File: src/rtl/mult_seq_ctrl.sv
// Sequencer for a digit-serial multiplier built around an external DIG_W x DIG_W multiplier.
// Walks every digit pair (i, j) once, steering operand selects, partial-product shift and accumulator control.
module mult_seq_ctrl #(
  parameter  int unsigned OP_W  = 16,
  parameter  int unsigned DIG_W = 4,
  localparam int unsigned NDIG  = OP_W / DIG_W,
  localparam int unsigned SEL_W = $clog2(NDIG),
  localparam int unsigned SH_W  = $clog2(2 * NDIG - 1)
) (
  input  logic             clk,
  input  logic             reset_a,
  input  logic             start,
  input  logic             abort,
  output logic [SEL_W-1:0] a_sel,
  output logic [SEL_W-1:0] b_sel,
  output logic [SH_W-1:0]  shift_sel,
  output logic             clk_ena,
  output logic             sclr_n,
  output logic             done,
  output logic             busy,
  output logic             err
);

  typedef enum logic [2:0] {
    ST_IDLE  = 3'd0,
    ST_CLEAR = 3'd1,
    ST_ACCUM = 3'd2,
    ST_DONE  = 3'd3,
    ST_ERR   = 3'd4
  } state_t;

  localparam logic [SEL_W-1:0] DIG_LAST = SEL_W'(NDIG - 1);

  state_t           state_q, state_d;
  logic [SEL_W-1:0] i_q, i_d;
  logic [SEL_W-1:0] j_q, j_d;

  logic [SEL_W-1:0] a_sel_d, b_sel_d;
  logic [SH_W-1:0]  shift_sel_d;
  logic             clk_ena_d, sclr_n_d, done_d, busy_d, err_d;

  // Next state / counters, then output decode of the upcoming state so outputs stay registered.
  always_comb begin
    state_d     = state_q;
    i_d         = '0;
    j_d         = '0;
    a_sel_d     = '0;
    b_sel_d     = '0;
    shift_sel_d = '0;
    clk_ena_d   = 1'b0;
    sclr_n_d    = 1'b1;
    done_d      = 1'b0;
    busy_d      = 1'b0;
    err_d       = 1'b0;

    case (state_q)
      ST_IDLE: begin
        if (start) state_d = ST_CLEAR;
      end
      ST_CLEAR: begin
        state_d = start ? ST_ERR : ST_ACCUM;
      end
      ST_ACCUM: begin
        if (start) begin
          state_d = ST_ERR;
        end else if ((i_q == DIG_LAST) && (j_q == DIG_LAST)) begin
          state_d = ST_DONE;
        end else if (j_q == DIG_LAST) begin
          i_d = i_q + SEL_W'(1);
          j_d = '0;
        end else begin
          i_d = i_q;
          j_d = j_q + SEL_W'(1);
        end
      end
      ST_DONE: begin
        state_d = start ? ST_CLEAR : ST_IDLE;
      end
      ST_ERR: begin
        state_d = start ? ST_CLEAR : ST_ERR;
      end
      default: begin
        state_d = ST_ERR;
      end
    endcase

    if (abort) begin
      state_d = ST_IDLE;
      i_d     = '0;
      j_d     = '0;
    end

    case (state_d)
      ST_CLEAR: begin
        sclr_n_d = 1'b0;
        busy_d   = 1'b1;
      end
      ST_ACCUM: begin
        a_sel_d     = i_d;
        b_sel_d     = j_d;
        shift_sel_d = SH_W'(i_d) + SH_W'(j_d);
        clk_ena_d   = 1'b1;
        busy_d      = 1'b1;
      end
      ST_DONE: begin
        done_d = 1'b1;
      end
      ST_ERR: begin
        err_d = 1'b1;
      end
      default: begin
      end
    endcase
  end

  // State and digit counters.
  always_ff @(posedge clk or posedge reset_a) begin
    if (reset_a) begin
      state_q <= ST_IDLE;
      i_q     <= '0;
      j_q     <= '0;
    end else begin
      state_q <= state_d;
      i_q     <= i_d;
      j_q     <= j_d;
    end
  end

  // Output registers track the decode of the state they are loaded alongside.
  always_ff @(posedge clk or posedge reset_a) begin
    if (reset_a) begin
      a_sel     <= '0;
      b_sel     <= '0;
      shift_sel <= '0;
      clk_ena   <= 1'b0;
      sclr_n    <= 1'b1;
      done      <= 1'b0;
      busy      <= 1'b0;
      err       <= 1'b0;
    end else begin
      a_sel     <= a_sel_d;
      b_sel     <= b_sel_d;
      shift_sel <= shift_sel_d;
      clk_ena   <= clk_ena_d;
      sclr_n    <= sclr_n_d;
      done      <= done_d;
      busy      <= busy_d;
      err       <= err_d;
    end
  end

endmodule

File: config.mk
export PLATFORM = sky130hd
export DESIGN_NAME = mult_seq_ctrl
export DESIGN_NICKNAME = d
export VERILOG_FILES = /design/src/rtl/mult_seq_ctrl.sv
export SDC_FILE = /design/constraint.sdc
export NUM_CORES = 1
export LEC_CHECK = 0
export ABC_AREA = 0
export BUFFER_PORTS_ARGS = -buffer_cell sky130_fd_sc_hd__buf_2
export CAP_MARGIN = 20
export CORE_MARGIN = 4
export CORE_UTILIZATION = 59
export CTS_BUF_LIST = sky130_fd_sc_hd__clkbuf_8
export CTS_CLUSTER_DIAMETER = 200
export DETAILED_ROUTE_END_ITERATION = 7
export PLACE_DENSITY_LB_ADDON = 0.3
export SLEW_MARGIN = 20
export SYNTH_ARGS = -nofsm -noshare
export SYNTH_HDL_FRONTEND = slang
export SYNTH_SLANG_ARGS = --single-unit
File: constraint.sdc
create_clock -name clk -period 3.2 [get_ports clk]
set_input_delay 0.16 -clock clk [delete_from_list [all_inputs] [get_ports clk]]
set_output_delay 0.16 -clock clk [all_outputs]
set_load 0.03 [all_outputs]
==> results of run 1 <==
==> placed cells by master, fill, tap and decap left out, drive strengths merged <==
| cell type | synthesis | routed |
|---|---|---|
| dfrtp | 18 | 18 |
| buf | 0 | 15 |
| inv | 5 | 5 |
| and2 | 5 | 5 |
| a21oi | 5 | 5 |
| nor3 | 4 | 4 |
| nor2 | 4 | 4 |
| ha | 3 | 3 |
| clkbuf | 0 | 3 |
| nand2 | 2 | 2 |
| nand3b | 2 | 2 |
| o21ai | 2 | 2 |
| a221oi | 2 | 2 |
| nand2b | 1 | 1 |
| or2b | 1 | 1 |
| xor2 | 1 | 1 |
| o2bb2ai | 1 | 1 |
| a21bo | 1 | 1 |
| nand4bb | 1 | 1 |
| and3 | 1 | 1 |
| fa | 1 | 1 |
| clkinv | 0 | 1 |
| dfstp | 1 | 1 |
==> layout make-up <==
class                   count  area [µm²]  share of cell area (%)
repair buffers             15       75.07                   8.208
inverters                   5       18.77                   2.052
clock inverters             1       5.005                  0.5472
well taps                  14       17.52                   1.915
clock buffers               3       41.29                   4.514
multi-input cells          37       280.3                   30.64
flip-flops and latches     19       476.7                   52.12
==> through the flow <==
stage	util (%)	worst slack (ns)	power [mW]	hold slack, ns	cell area (µm²)
global route	78.10	0.9773	0.4695	0.07034	914.6
floorplan	-	1.312	0.2826	0.1104	775.7
detailed placement	74.15	1.180	0.2942	0.2916	868.3
CTS	78.10	1.166	0.4547	0.01513	914.6
global placement	74.15	1.249	0.2926	0.2802	868.3
finish	78.10	1.134	0.4540	-0.004719	914.6
==> per-layer routing <==
metal  routed length, µm  vias to the layer above  part of all wire [%]  GRT usage, %
met2                 707                       17                    50         31.69
met3                  67                        6                   4.7         3.659
li1                    -                      249                     -             -
met1                 611                      251                    43         21.39
met5                   0                        -                     0             0
met4                  41                        0                   2.9         9.036
==> registers in the layout (all words and copies together) (netlist names) <==
register / flops
j_q: 2
done: 1
err: 1
sclr_n: 1
shift_sel: 3
b_sel: 2
clk_ena: 1
state_q: 3
busy: 1
a_sel: 2
i_q: 2
==> power by group <==
group | switching (mW) | internal [mW]
Sequential | 0.00416 | 0.247
Combinational | 0.0265 | 0.0123
Clock | 0.0774 | 0.0865
==> cell families after synthesis <==
group / after synthesis
DFF: 19
buffers and inverters: 5
xor gates and xnor gates: 1
adders and majority gates: 4
AOI/OAI and AO/OA: 11
and+or+nand+nor: 21
==> worst register-to-register path: cells and delay by family, from the launching register on <==
kind / cells / cell delay (ns)
flops: 1 / 0.41
fa+ha+maj: 2 / 0.63
simple gates: 4 / 0.92
==> path summary, 6_finish.rpt <==
check | from | end | slack (ns) | depth (start not counted)
setup / recovery | state_q[2] | shift_sel[1] | 1.13 | 6
hold reg to reg | j_q[0] | b_sel[0] | 0.48 | 1
hold / removal | reset_a | shift_sel[0] | -0.005 | 2
min in group clk | abort | state_q[2] | 0.12 | 2
max in group asynchronous | reset_a | b_sel[0] | 2.77 | 2
setup reg to reg | state_q[2] | shift_sel[1] | 1.13 | 6
==> results.sh, run 1 <==
export IMPL_synth_top_area_share_pct=58.06
export IMPL_violations="hold timing"
export IMPL_synth_area_um2=775.7
export IMPL_synthTopCellsByCount="dfrtp_1, and2_1, inv_1"
export IMPL_fill_cells=73
export IMPL_yosysTopAreaCell="dfrtp_1"
export IMPL_worstPathArrival_ns=2.21
export IMPL_clkLatencyLatePin_ns=0.25
export IMPL_finalCriticalPeriod_ns=2.066
export IMPL_cts_buffers=3
export IMPL_path_clk_slew_ns=0.07
export IMPL_grt_use_total_pct=18.28
export IMPL_syn_inst=61
export IMPL_hold_buffers=0
export IMPL_nets=89
export IMPL_synth_area_leaders="dfrtp_1, ha_1, and2_1"
export IMPL_synthAdderAreaFrac_pct=7.419
export IMPL_worst_hold_slack_ns=-0.004719
export IMPL_port_buffers=15
export IMPL_top_level_ports=16
export IMPL_grt_pass1_wl_mm=2.504
export IMPL_end_kind="register"
export IMPL_slowest_stage="dfrtp_1"
export IMPL_crit_type="reg2reg"
export IMPL_synth_simple_area_share_pct=16.61
export IMPL_dp_hpwl_mm=1.051
export IMPL_dieArea_um2=1959
export IMPL_setup_tns_ns=0
export IMPL_rsz0062_at_grt="false"
export IMPL_setup_violations=0
export IMPL_placementRows=12
export IMPL_grt_max_degree=20
export IMPL_clock_sinks=19
export IMPL_path_cells="nor3_1, or2b_4, nor3_1, ha_1, fa_1, and2_1"
export IMPL_synth_xor_area_share_pct=1.129
export IMPL_worstPathMaxFanout=7
export IMPL_antenna_cells=0
export IMPL_synth_distinct_cells=23
export IMPL_dp_cells=90
export IMPL_die_w_um=44.26
export IMPL_startpoint_type="register"
export IMPL_postCtsSetupRepairBufs=0
export IMPL_htreeDepth=1
export IMPL_finalCritPeriodShare_pct=64.55
export IMPL_avgSynthCellArea_um2=12.72
export IMPL_min_path_type="in2async"
export IMPL_crit_top_cell="nor3_1"
export IMPL_dr_pass1_iters=4
export IMPL_cts_tree="yes"
export IMPL_synthArstFlopShare_pct=100.0
export IMPL_coreArea_um2=1171
export IMPL_viasPerCell=5.564
export IMPL_drt_total_wl_mm=1.428
export IMPL_hold_viol_final=16
export IMPL_cap_violations=0
export IMPL_fmax_ghz=0.4841
export IMPL_gp_congestion=0.7433
export IMPL_cp_slowest_stage_delay_ns=0.41
export IMPL_cts_root_buf="clkbuf_8"
export IMPL_critPathTopFamily="simple AND/OR/NAND/NOR gates"
export IMPL_grt_pass1_vias=556
export IMPL_grt_antenna_before_repair=0
export IMPL_post_route_drc_count=0
export IMPL_synth_most_common_cell="dfrtp_1"
export IMPL_drt_iter0_drc=2
export IMPL_synth_seq_cells=19
export IMPL_cts_path_max_buffers=2
export IMPL_synth_edf_count=0
export IMPL_yosysSeqAreaShare_pct=61.45
export IMPL_grt_overflow=0
export IMPL_area_delta_synth_final_pct=17.90
export IMPL_p_leak_nw=0.4942
export IMPL_ant_nets=0
export IMPL_status="complete, but fails checks"
export IMPL_wire_per_inst_um=15.19
export IMPL_relSlewSlack_pct=54.67
export IMPL_max_slew_worst_pin_slew_ns=0.6792
export IMPL_layout_drive_gt1_share_pct=31.25
export IMPL_vias=523
export IMPL_critical_path_buf_inv_count=0
export IMPL_drv_slew=0
export IMPL_start_util_pct=66.24
export IMPL_stdcell_count=94
export IMPL_finClkSkew_ns=0.001329
export IMPL_yosysWarnings=0
export IMPL_synth_compound_area_share_pct=10.97
export IMPL_cts_resized=0
export IMPL_power_density_nw_per_um2=496.4
export IMPL_required_ns=3.35
export IMPL_ys_flop_type="dfrtp_1"
export IMPL_synth_area_mux_share_pct=0
export IMPL_synth_top_family_by_area="simple AND/OR/NAND/NOR gates"
export IMPL_synth_fp_nets=69
export IMPL_ir_worst_vdd_mv=0.3208
export IMPL_fp_dieH_um=44.26
Power figures use the tool's default switching activity.
==> inputs of run 2 (changes only) <==
--- a/config.mk
+++ b/config.mk
@@ -9,7 +9,7 @@
 export BUFFER_PORTS_ARGS = -buffer_cell sky130_fd_sc_hd__buf_2
 export CAP_MARGIN = 20
 export CORE_MARGIN = 4
-export CORE_UTILIZATION = 59
+export CORE_UTILIZATION = 54
 export CTS_BUF_LIST = sky130_fd_sc_hd__clkbuf_8
 export CTS_CLUSTER_DIAMETER = 200
 export DETAILED_ROUTE_END_ITERATION = 7
==> constraint.sdc (replaced) <==
create_clock -name clk -period 1.93 [get_ports clk]
set_input_delay 0.0965 -clock clk [delete_from_list [all_inputs] [get_ports clk]]
set_output_delay 0.0965 -clock clk [all_outputs]
set_load 0.03 [all_outputs]
==> run 2 against run 1 <==
The run now ends clean. Global-route usage decreased by 1.1 points. Combinational power increased by 96%. Maximum frequency grew 9.3%. First-iteration DRC count rose to 3.0 times the previous value. Non-clock buffer count up 12. Design area increased by 15%. Final cell count grew 14%. Sequential cell count did not move. Register-to-register slack lost 1.1 ns. Critical path type unchanged. Critical endpoint unchanged.
==> results.sh, run 2 (same netlist as run 1, synthesis figures left out) <==
export IMPL_antenna_cells=0
export IMPL_setup_violations=0
export IMPL_worstPathArrival_ns=2.04
export IMPL_max_slew_worst_pin_slew_ns=0.6843
export IMPL_status="complete, no violations"
export IMPL_end_kind="register"
export IMPL_ir_worst_vdd_mv=0.6612
export IMPL_power_density_nw_per_um2=719.0
export IMPL_drt_iter0_drc=6
export IMPL_viasPerCell=5.308
export IMPL_start_util_pct=58.16
export IMPL_finalCriticalPeriod_ns=1.890
export IMPL_fill_cells=84
export IMPL_whs_path_depth=2
export IMPL_postLayoutCoreUtil_pct=78.89
export IMPL_grt_use_total_pct=17.17
export IMPL_finalCritPeriodShare_pct=97.94
export IMPL_post_route_drc_count=0
export IMPL_grt_overflow=0
export IMPL_wire_per_inst_um=14.87
export IMPL_dp_cells=98
export IMPL_cts_root_buf="clkbuf_8"
export IMPL_cts_path_max_buffers=2
export IMPL_clkLatencyLatePin_ns=0.25
export IMPL_placementRows=13
export IMPL_grt_pass1_wl_mm=2.546
export IMPL_top_level_ports=16
export IMPL_finClkSkew_ns=0.007339
export IMPL_worst_hold_slack_ns=0.08018
export IMPL_cp_slowest_stage_delay_ns=0.41
export IMPL_drv_slew=0
export IMPL_grt_antenna_before_repair=0
export IMPL_final_common_cell="dfrtp_1"
export IMPL_reg_top3="shift_sel (3), state_q (3)"
export IMPL_slowest_stage="fa_1"
export IMPL_dr_pass1_iters=2
export IMPL_finalPower_mw=0.7565
export IMPL_drt_total_wl_mm=1.591
export IMPL_fp_dieH_um=45.90
export IMPL_post_route_cell_area_um2=1052
export IMPL_die_w_um=45.90
export IMPL_clock_sinks=19
export IMPL_vias=568
export IMPL_grt_max_degree=20
export IMPL_worstPathMaxFanout=5
export IMPL_area_delta_synth_final_pct=35.65
export IMPL_fmax_ghz=0.5290
export IMPL_p_leak_nw=0.5479
export IMPL_htreeDepth=1
export IMPL_setup_ws_ns=0.03974
export IMPL_ant_nets=0
export IMPL_port_buffers=15
export IMPL_grt_pass1_vias=582
export IMPL_dp_hpwl_mm=1.059
export IMPL_rr_worst_depth=6
export IMPL_cts_tree="yes"
export IMPL_dieArea_um2=2107
export IMPL_nets=101
export IMPL_layout_common_cells="dfrtp_1, buf_2, buf_4"
export IMPL_regArea_um2=478.0
export IMPL_relSlewSlack_pct=54.33
export IMPL_multi_input_area_um2=324.1
export IMPL_coreArea_um2=1334
export IMPL_min_path_type="in2reg"
export IMPL_gp_congestion=0.7810
export IMPL_stdcell_count=107
export IMPL_layout_drive_gt1_share_pct=50.00
export IMPL_crit_type="reg2reg"
export IMPL_required_ns=2.08
export IMPL_rsz0062_at_grt="true"
export IMPL_dpl_cell_area_um2=922.1
export IMPL_cap_violations=0
export IMPL_hold_viol_final=0
export IMPL_setup_tns_ns=0
export IMPL_pre_cts_ws_ns=-0.1097
export IMPL_startpoint_type="register"
export IMPL_cts_buffers=3
export IMPL_path_clk_slew_ns=0.07
export IMPL_path_cells="nor3_2, or2b_4, nor3_4, ha_2, fa_1, and2_4"
[run 2: cell count changes in the layout (fill, tap and decap cells not counted), sizes merged]
cell | previous run | this run
dlygate4sd3 | 0 | 1
clkinv | 1 | 0
inv | 5 | 6
buf | 15 | 26
[run 2: worst max-delay path, delay by kind of cell (launching register included)]
family	cells	cell delay, ns
fa+ha+maj	2	0.61
flops	1	0.39
simple gates	4	0.79
[run 2: repair_timing]
action / in CTS / in global routing
resized for setup: 6 / 7
endpoints found under the setup margin: 1 / 2
hold buffers: 1 / 0
pin swaps: 1 / 3
buffers inserted: 2 / 2
endpoints found under the hold margin: 18 / 0
[run 2: final timing paths]
kind | slack, ns | from | end
max in group asynchronous | 0.98 | reset_a | i_q[0]
max reg2reg | 0.04 | state_q[2] | shift_sel[1]
max | 0.04 | state_q[2] | shift_sel[1]
min reg2reg | 0.58 | j_q[0] | b_sel[0]
min in group asynchronous | 0.48 | reset_a | j_q[0]
min | 0.08 | abort | state_q[2]
[run 2: layer usage]
layer	part of all wire (%)	track usage, %
met1	47	22.53
met2	48	25.55
met3	5.0	5.929
met4	0.57	7.386
met5	0	0
[run 2: layout make-up]
cell class	instances	share of cell area (%)
Clock buffer	3	3.924
Clock inverter	1	0.3567
Inverter	5	1.784
Multi-Input combinational cell	37	30.80
Sequential cell	19	45.42
Tap cell	15	1.784
Timing Repair Buffer	27	15.93
[run 2: power by group]
part / internal, mW / leakage, nW / total (mW) / switching [mW]
combinational: 0.0273 / 0.264 / 0.0762 / 0.0489
sequential: 0.409 / 0.257 / 0.413 / 0.00349
clock: 0.141 / 0.0269 / 0.267 / 0.126
